**config.mk**
```make
export PLATFORM = sky130hd
export DESIGN_NAME = bcd_timer_counter_flat
export DESIGN_NICKNAME = d
export VERILOG_FILES = /design/src/rtl/bcd_timer_counter_if.sv /design/src/rtl/bcd_timer_counter.sv /design/src/flat_wrapper.sv
export SDC_FILE = /design/constraint.sdc
export NUM_CORES = 1
export LEC_CHECK = 0
export CORE_MARGIN = 2
export CORE_UTILIZATION = 35
export CTS_CLUSTER_SIZE = 14
export DETAILED_ROUTE_END_ITERATION = 6
export DONT_BUFFER_PORTS = 1
export PLACE_DENSITY = 0.55
export SETUP_SLACK_MARGIN = 0.3
export SLEW_MARGIN = 15
export SYNTH_ARGS = -nofsm -noshare
export SYNTH_HDL_FRONTEND = slang
export SYNTH_SLANG_ARGS = --single-unit
export TNS_END_PERCENT = 10
```
**constraint.sdc**
```tcl
create_clock -name clk -period 2.62 [get_ports clk]
set_input_delay 0.524 -clock clk [delete_from_list [all_inputs] [get_ports clk]]
set_output_delay 0.524 -clock clk [all_outputs]
set_load 0.1 [all_outputs]
```
**src/rtl/bcd_timer_counter_if.sv**
```systemverilog
// Control and status bundle for the BCD timer counter.
// The master side issues tick/control requests and load data; the slave side
// (the counter) returns the BCD count, FSM state and status pulses.
interface bcd_timer_counter_if #(
    parameter int DIGITS = 2
);
    logic                  tick;
    logic                  start;
    logic                  stop;
    logic                  clear;
    logic                  load;
    logic [4*DIGITS-1:0]   load_val;
    logic                  dir;
    logic                  auto_reload;
    logic [4*DIGITS-1:0]   count;
    logic [1:0]            state;
    logic                  running;
    logic                  done;
    logic                  load_err;

    modport master (
        output tick, start, stop, clear, load, load_val, dir, auto_reload,
        input  count, state, running, done, load_err
    );

    modport slave (
        input  tick, start, stop, clear, load, load_val, dir, auto_reload,
        output count, state, running, done, load_err
    );
endinterface

```
**src/rtl/bcd_timer_counter.sv**
```systemverilog
// Multi-digit BCD up/down timer counter with run/pause/done control.
// Counts qualifying ticks between 0 and MAX_VAL, with either wrap-around
// (auto reload) or stop-at-terminal behaviour, and a range-checked BCD load.
module bcd_timer_counter #(
    parameter int DIGITS  = 2,
    parameter int MAX_VAL = 99
) (
    input  logic                 clk,
    input  logic                 reset,
    bcd_timer_counter_if.slave   bus
);
    localparam int W = 4 * DIGITS;

    typedef enum logic [1:0] {
        IDLE  = 2'd0,
        RUN   = 2'd1,
        PAUSE = 2'd2,
        DONE  = 2'd3
    } state_t;

    // Elaboration-time conversion of a decimal integer to packed BCD.
    function automatic logic [W-1:0] to_bcd(input int value);
        int            v;
        logic [W-1:0]  r;
        v = value;
        r = '0;
        for (int i = 0; i < DIGITS; i++) begin
            r[4*i +: 4] = 4'(v % 10);
            v = v / 10;
        end
        return r;
    endfunction

    // True when every nibble holds a decimal digit.
    function automatic logic bcd_ok(input logic [W-1:0] v);
        logic ok;
        ok = 1'b1;
        for (int i = 0; i < DIGITS; i++) begin
            if (v[4*i +: 4] > 4'd9) begin
                ok = 1'b0;
            end
        end
        return ok;
    endfunction

    // BCD increment: 9 rolls to 0 and carries into the next digit.
    function automatic logic [W-1:0] bcd_inc(input logic [W-1:0] v);
        logic [W-1:0] r;
        logic         carry;
        r     = v;
        carry = 1'b1;
        for (int i = 0; i < DIGITS; i++) begin
            if (carry) begin
                if (v[4*i +: 4] == 4'd9) begin
                    r[4*i +: 4] = 4'd0;
                end else begin
                    r[4*i +: 4] = v[4*i +: 4] + 4'd1;
                    carry       = 1'b0;
                end
            end
        end
        return r;
    endfunction

    // BCD decrement: 0 rolls to 9 and borrows from the next digit.
    function automatic logic [W-1:0] bcd_dec(input logic [W-1:0] v);
        logic [W-1:0] r;
        logic         borrow;
        r      = v;
        borrow = 1'b1;
        for (int i = 0; i < DIGITS; i++) begin
            if (borrow) begin
                if (v[4*i +: 4] == 4'd0) begin
                    r[4*i +: 4] = 4'd9;
                end else begin
                    r[4*i +: 4] = v[4*i +: 4] - 4'd1;
                    borrow      = 1'b0;
                end
            end
        end
        return r;
    endfunction

    // With every digit valid, unsigned compare of packed BCD matches the
    // decimal ordering, so the range check needs no binary conversion.
    localparam logic [W-1:0] MAX_BCD = to_bcd(MAX_VAL);

    state_t        state_q, state_d;
    logic [W-1:0]  count_q, count_d;
    logic          done_q, done_d;
    logic          load_err_q, load_err_d;

    logic          load_ok;
    logic          start_ok;
    logic          terminal;

    assign load_ok  = bcd_ok(bus.load_val) && (bus.load_val <= MAX_BCD);
    assign start_ok = (state_q == IDLE) || (state_q == PAUSE);
    assign terminal = bus.dir ? (count_q == MAX_BCD) : (count_q == '0);

    // State, count and status pulse registers; reset returns everything to IDLE/0.
    always_ff @(posedge clk) begin
        if (reset) begin
            state_q    <= IDLE;
            count_q    <= '0;
            done_q     <= 1'b0;
            load_err_q <= 1'b0;
        end else begin
            state_q    <= state_d;
            count_q    <= count_d;
            done_q     <= done_d;
            load_err_q <= load_err_d;
        end
    end

    // Next-state/count decode in priority order clear > load > stop > start > tick.
    always_comb begin
        state_d    = state_q;
        count_d    = count_q;
        done_d     = 1'b0;
        load_err_d = 1'b0;

        if (bus.clear) begin
            count_d = '0;
            state_d = IDLE;
        end else if (bus.load) begin
            if (load_ok) begin
                count_d = bus.load_val;
                if (state_q == DONE) begin
                    state_d = IDLE;
                end
            end else begin
                load_err_d = 1'b1;
            end
        end else if (bus.stop) begin
            // stop beats a simultaneous start; it only has effect from RUN/PAUSE
            if ((state_q == RUN) || (state_q == PAUSE)) begin
                state_d = PAUSE;
            end
        end else if (bus.start && start_ok) begin
            state_d = RUN;
        end else if (bus.tick && (state_q == RUN)) begin
            if (terminal) begin
                done_d = 1'b1;
                if (bus.auto_reload) begin
                    count_d = bus.dir ? '0 : MAX_BCD;
                end else begin
                    state_d = DONE;
                end
            end else begin
                count_d = bus.dir ? bcd_inc(count_q) : bcd_dec(count_q);
            end
        end
    end

    assign bus.count    = count_q;
    assign bus.state    = state_q;
    assign bus.running  = (state_q == RUN);
    assign bus.done     = done_q;
    assign bus.load_err = load_err_q;
endmodule

```
**src/flat_wrapper.sv**
```systemverilog
// flat-port wrapper written by rule: the top's interface ports become plain ports
module bcd_timer_counter_flat 
#(
    parameter int DIGITS  = 2,
    parameter int MAX_VAL = 99
)
  (clk, reset, bus_tick, bus_start, bus_stop, bus_clear, bus_load, bus_load_val, bus_dir, bus_auto_reload, bus_count, bus_state, bus_running, bus_done, bus_load_err);
  bcd_timer_counter_if #(.DIGITS(DIGITS)) bus_i ();
  input  logic clk;
  input  logic reset;
  input wire logic [$bits(bus_i.tick)-1:0] bus_tick;
  input wire logic [$bits(bus_i.start)-1:0] bus_start;
  input wire logic [$bits(bus_i.stop)-1:0] bus_stop;
  input wire logic [$bits(bus_i.clear)-1:0] bus_clear;
  input wire logic [$bits(bus_i.load)-1:0] bus_load;
  input wire logic [$bits(bus_i.load_val)-1:0] bus_load_val;
  input wire logic [$bits(bus_i.dir)-1:0] bus_dir;
  input wire logic [$bits(bus_i.auto_reload)-1:0] bus_auto_reload;
  output wire logic [$bits(bus_i.count)-1:0] bus_count;
  output wire logic [$bits(bus_i.state)-1:0] bus_state;
  output wire logic [$bits(bus_i.running)-1:0] bus_running;
  output wire logic [$bits(bus_i.done)-1:0] bus_done;
  output wire logic [$bits(bus_i.load_err)-1:0] bus_load_err;
  assign bus_i.tick = bus_tick;
  assign bus_i.start = bus_start;
  assign bus_i.stop = bus_stop;
  assign bus_i.clear = bus_clear;
  assign bus_i.load = bus_load;
  assign bus_i.load_val = bus_load_val;
  assign bus_i.dir = bus_dir;
  assign bus_i.auto_reload = bus_auto_reload;
  assign bus_count = bus_i.count;
  assign bus_state = bus_i.state;
  assign bus_running = bus_i.running;
  assign bus_done = bus_i.done;
  assign bus_load_err = bus_i.load_err;
  bcd_timer_counter #(.DIGITS(DIGITS), .MAX_VAL(MAX_VAL)) u_core (.clk(clk), .reset(reset), .bus(bus_i));
endmodule
```
### Yosys cells after proc, flatten, opt, wreduce, memory -nomap -nowiden

Cells that the tools add are included.

| storage, ports and cells | value |
|---|---|
| bits in registers | 12 |
| latch bits | 0 |
| RAM bits | 0 |
| memory bits (read-only) | 0 |
| bits of input ports | 17 |
| word-level logic and storage cells | 90 |
| memories kept | 0 |

| operators by class | value |
|---|---|
| $add $sub $neg | 4 |
| multiply operators | 0 |
| divide/modulo/power cells | 0 |
| magnitude comparators | 3 |
| equality and inequality tests | 14 |
| shifts and indexed selects | 0 |
| mux-type cells | 43 |
| bitwise logic cells | 2 |
| reduce and logical (&&, ||, !) cells | 19 |

Operator list:

| kind | number |
|---|---|
| 8-bit 2-to-1 mux | 9 |
| 4-bit 2-to-1 mux | 6 |
| 1-bit 2-to-1 mux | 19 |
| 2-bit 2-to-1 mux | 9 |
| 4-bit nonzero test | 3 |
| 4-bit by 1-bit adder with 4-bit output, second input constant | 2 |
| 4-bit equality test, second input constant | 2 |
| 8-bit equality test, second input constant | 1 |
| 4-bit greater-than comparator, second input constant | 2 |
| 8-bit less-or-equal comparator, second input constant | 1 |
| 4-bit zero test | 2 |
| 8-bit zero test | 1 |
| 4-bit by 1-bit subtractor with 4-bit output, second input constant | 2 |
| 7-bit AND reduction | 1 |
| 2-bit by 1-bit != test with 1-bit output, second input constant | 3 |
| 6-bit AND reduction | 1 |
| 6-bit OR reduction | 1 |
| 5-bit AND reduction | 1 |
| 2-bit equality test, second input constant | 2 |
| 4-bit by 2-bit != test with 1-bit output, second input constant | 1 |
| 4-bit by 3-bit != test with 1-bit output, second input constant | 1 |
| 1-bit logical AND | 3 |
| 3-bit by 1-bit != test with 1-bit output, second input constant | 1 |
| 3-bit != test, second input constant | 1 |
| other kinds (8) | 10 |

### Longest topological paths before layout

| depth | value |
|---|---|
| depth after elaboration | 15 |
| depth in mapped cells | 7 |

### Least setup slack after synthesis

Ideal clock, no wire load.

| timing path | value |
|---|---|
| path kind | register -> register |
| from | reg u_core.state_q[0] (netlist: u_core.bus.state[0]) |
| to | reg u_core.state_q[1] (netlist: u_core.bus.state[1]) |
| setup time | 0.072 ns |
| arrival | 3.198 ns |
| required time | 2.548 ns |
| setup slack | -0.650 ns |
| cell stages (with the launch flop) | 7 |
| period minus slack after synthesis | 3.270 ns |
| cell sequence | dfxtp_1 > ha_1 > nand2_1 > or4_1 > o22a_1 > a21oi_2 > mux2i_1 |

| on the way | value |
|---|---|
| elaborated cells between the ends (all ways) | 17 |

RTL lines:

| item | line | text |
|---|---|---|
| start, declared | bcd_timer_counter.sv:88 | `state_t state_q, state_d;` |
| start signal, assigned | bcd_timer_counter.sv:109 | `state_q <= state_d;` |
| 2-bit by 1-bit equality test with 1-bit output * | - |  |
| named net bus_running | flat_wrapper.sv:21 | `output wire logic [$bits(bus_i.running)-1:0] bus_running;` |
| 1-bit logical OR / 1-bit logical AND (equally long branches) | bcd_timer_counter.sv:137, bcd_timer_counter.sv:142 |  |
| 3-bit by 1-bit != test with 1-bit output (no line) / 4-bit nonzero test (equally long branches) | - |  |
| 6-bit AND reduction (no line) * | - |  |

Mark *: on every way through the listed nets, which the timed path passes. The rest lies on a longest branch.
A chain may end at the register's enable or synchronous reset.

### Worst setup path in the final report

| timing path | value |
|---|---|
| from | reg u_core.count_q[7] (netlist: u_core.bus.count[7]) |
| to | reg u_core.count_q[7] (netlist: u_core.bus.count[7]) |

| on the way | value |
|---|---|
| longest elaborated chain between the ends | 9 |
| elaborated cells between the ends (all ways) | 21 |

Ends and longest elaborated chain:

| item | line | text |
|---|---|---|
| start, declared | bcd_timer_counter.sv:89 | `logic [W-1:0] count_q, count_d;` |
| start signal, assigned | bcd_timer_counter.sv:110 | `count_q <= count_d;` |
| 4-bit by 1-bit subtractor with 4-bit output, or another cell as far along | bcd_timer_counter.sv:76 | `r[4*i +: 4] = v[4*i +: 4] - 4'd1;` |
| 4-bit 2-to-1 mux (on tied branches) | bcd_timer_counter.sv:73, bcd_timer_counter.sv:54 |  |
| 4-bit 2-to-1 mux (on tied branches) | bcd_timer_counter.sv:72, bcd_timer_counter.sv:53 |  |
| 8-bit 2-to-1 mux | bcd_timer_counter.sv:151 | `count_d = bus.dir ? bcd_inc(count_q) : bcd_dec(count_q);` |
| 8-bit 2-to-1 mux | bcd_timer_counter.sv:143 | `if (terminal) begin` |
| 8-bit 2-to-1 mux | bcd_timer_counter.sv:142 | `end else if (bus.tick && (state_q == RUN)) begin` |
| 8-bit 2-to-1 mux | bcd_timer_counter.sv:140 | `end else if (bus.start && start_ok) begin` |
| 8-bit 2-to-1 mux | bcd_timer_counter.sv:135 | `end else if (bus.stop) begin` |
| 8-bit 2-to-1 mux | bcd_timer_counter.sv:126 | `end else if (bus.load) begin` |

Parallel ways exist; a longest one is shown, timed or not. The select of a mux whose other input is x is not followed.

==> reports/results.tsv <==
metric	value	unit
status	finished with violations	
violations	DRC	
cpLargestDelayFamily	simple AND/OR/NAND/NOR gates	
drive_gt1_share	25.5	%
crit_slowest_cell	or3_1	
row_count	19	
r2r_start	u_core.bus.count[7]	
required	2.84	ns
yosysWarningCount	0	
synth_top_family_by_area	simple AND/OR/NAND/NOR gates	
crit_cells	6	
antennaDiodeCount	0	
dp_hpwl	2060	um
die_h	58.6	um
yosysSeqAreaShare	23.0	%
slew_violations	0	
powerDensity	389	nW/um2
crit_type	reg -> reg	
synth_top_cells_by_area	dfxtp_1, mux2i_1, nand2_1, ha_1, nand3_1	
p_sw_share	34.6	%
crit_arrival	2.23	ns
power.switching	0.162	mW
numPortBuffers	0	
grt_max_degree	18	
path_buf_inv	1	
finalClockSkew	0.00366	ns
initial_core_util	37.2	%
grt_antenna_before_repair	0	
cap_violations	0	
hp-start	reset	
first_global_vias	986	
pwr-share-seq	40.8	%
synthMuxAreaShare	6.71	%
endpoint_kind	flip-flop	
synth_top_cell_by_area	dfxtp_1	
syn_area	1040	um2
die-width	58.6	um
post-route-min-period	2.01	ns
synth_enable_flop_cells	0	
cp-endpoint	u_core.bus.count[7]	
path_clk_slew	0.09	ns
cts-resized-gates	0	
rsz0062_at_grt	false	
synthAdderAreaFrac	4.80	%
cts_sinks	12	
path_cells	buf_4, nand2_1, or3_1, o32a_2, a31oi_4, mux2i_1	
ys_types	51	
cts.path.max_buffers	2	
clock.fmax	0.498	GHz
cts_setup_buffers	0	
via_per_inst	6.09	
relSlewSlack	71.8	%
dp.cells	168	
htreeDepth	1	
overflow	0	
tns	0	ns
drc	4	
fin_nets	163	
yosys.area_share.xor_xnor	2.52	%
synthSimpleGateAreaFrac	29.0	%
first_iter_violations	26	
tightest_slew	0.419	ns
p_leak	0.466	nW
grt_use_total	17.7	%
combPwrFrac	24.1	%
coreArea	2810	um2
top_level_ports	30	
reg2regPathDepth	6	
cts_tree	built	
cp_max_fo	7	
r2r_slack	0.61	ns
setup_violations	0	
antenna_left	0	
reg2reg_to	u_core.bus.count[7]	
async_flop_share	0	%
finalWeightedCongestion	0.733	
cp-startpoint	u_core.bus.count[7]	
routed_wl	2760	um
irDropWorstVdd	0.186	mV
synth_compound_area_share	27.6	%
slowest_delay	0.37	ns
synth.avg_cell_area	7.91	um2
num_vias	1047	
min_path_type	in -> reg	
grt_pass1_wl	4620	um
final_cells	172	
root_buffer	clkbuf_4	
cts_buffers	3	
synth_fp_nets	153	
drt-wirelength-per-cell	16.1	um
intPower	0.306	mW
drtPass1Iterations	6	
area_growth	15.5	%
yosysTopAreaCellShare	23.0	%
finalHoldViolCount	0	
synth_ff_type	dfxtp_1	
clockPowerShare	35.1	%
cts.hold.buffers_added	0	
insertion_delay	0.30	ns
start_kind	flip-flop	
die_area	3430	um2
synthCells	132	
layout_worst_path_cycle_share	76.7	%
synth-seq-cells	12	
## cells by family after synthesis
logic type	Yosys count
compound gates	37
xor+xnor	3
fa+ha+maj	4
buf+inv	15
flops	12
mux	7
simple gates	54
## synth_stat cells (2+ instances only)
cell / n
a21oi_1: 5
nand4_1: 4
ha_1: 4
or2_2: 3
nor2b_1: 2
nand3_1: 6
o21ai_0: 6
dfxtp_1: 12
or3_1: 3
clkbuf_1: 6
a21oi_2: 2
nand2b_1: 2
nand2_1: 16
buf_2: 2
or4_1: 2
o22ai_1: 2
inv_1: 5
nor3_1: 2
o211ai_1: 4
nor2_1: 5
xor2_1: 2
mux2i_1: 7
o21a_1: 2
## layout make-up
class / instances / area, um2
fill: 303 / 1600
multi-input combinational: 105 / 749
sequential: 12 / 249
timing repair buffer: 15 / 113
tap: 31 / 38.8
clock buffer: 4 / 36.3
inverter: 5 / 18.8
## state kept, by name (all words and copies together) (netlist names)
| signal | count |
|---|---|
| u_core.bus.count | 8 |
| u_core.bus.done | 1 |
| u_core.bus.load_err | 1 |
| u_core.bus.state | 2 |
## power by group through the flow
| stage | Combinational [mW] | Clock, mW | Sequential, mW |
|---|---|---|---|
| final | 0.113 | 0.164 | 0.191 |
| after global routing | 0.123 | 0.176 | 0.192 |
| after global placement | 0.112 | 0 | 0.195 |
| after detailed placement | 0.113 | 0 | 0.195 |
| after floorplan | 0.0694 | 0 | 0.224 |
| after CTS | 0.113 | 0.170 | 0.191 |
## through the flow
stage / hold slack [ns] / utilization [%] / setup slack (ns) / total power [mW] / area [um2]
after detailed placement: 0.588 / 41.7 / 0.633 / 0.308 / 1170
after CTS: 0.291 / 43.0 / 0.617 / 0.474 / 1200
after global placement: 0.572 / 41.7 / 0.668 / 0.308 / 1170
after global routing: 0.289 / 43.0 / 0.464 / 0.490 / 1200
final: 0.299 / 43.0 / 0.611 / 0.468 / 1200
after floorplan: 0.600 / - / 0.306 / 0.294 / 1060
## worst min path at each step
stage          slack [ns]  cells after the start             endpoint
5_1_grt              0.29                      1      u_core.bus.done
3_5_place_dp         0.59                      1  u_core.bus.state[0]
6_report             0.30                      1      u_core.bus.done
4_1_cts              0.29                      1      u_core.bus.done
2_1_floorplan        0.60                      1      u_core.bus.done
3_3_place_gp         0.57                      2  u_core.bus.count[5]
## layer usage
metal  wire [um]  up-vias  part of all wire (%)  track usage, %
met2        1270       31                    46            28.7
met5           0        -                     0               0
met1        1240      495                    45            22.2
met3         229        4                   8.3            7.03
met4          27        0                  0.98            3.90
li1            -      517                     -               -
## placed cells by master (no fill, tap or decap), drive strengths merged, types with 2 or more instances in the layout
master / instances
mux2i: 7
or4: 2
buf: 15
nor2: 5
nand2b: 2
ha: 4
nand2: 16
nor3: 2
nor2b: 2
o21a: 2
a21oi: 7
xor2: 2
o21ai: 6
inv: 5
clkbuf: 4
nand4: 4
or3: 3
o22ai: 2
dfxtp: 12
o211ai: 4
nor4: 2
or2: 3
nand3: 6
Power figures use the tool's default switching activity.
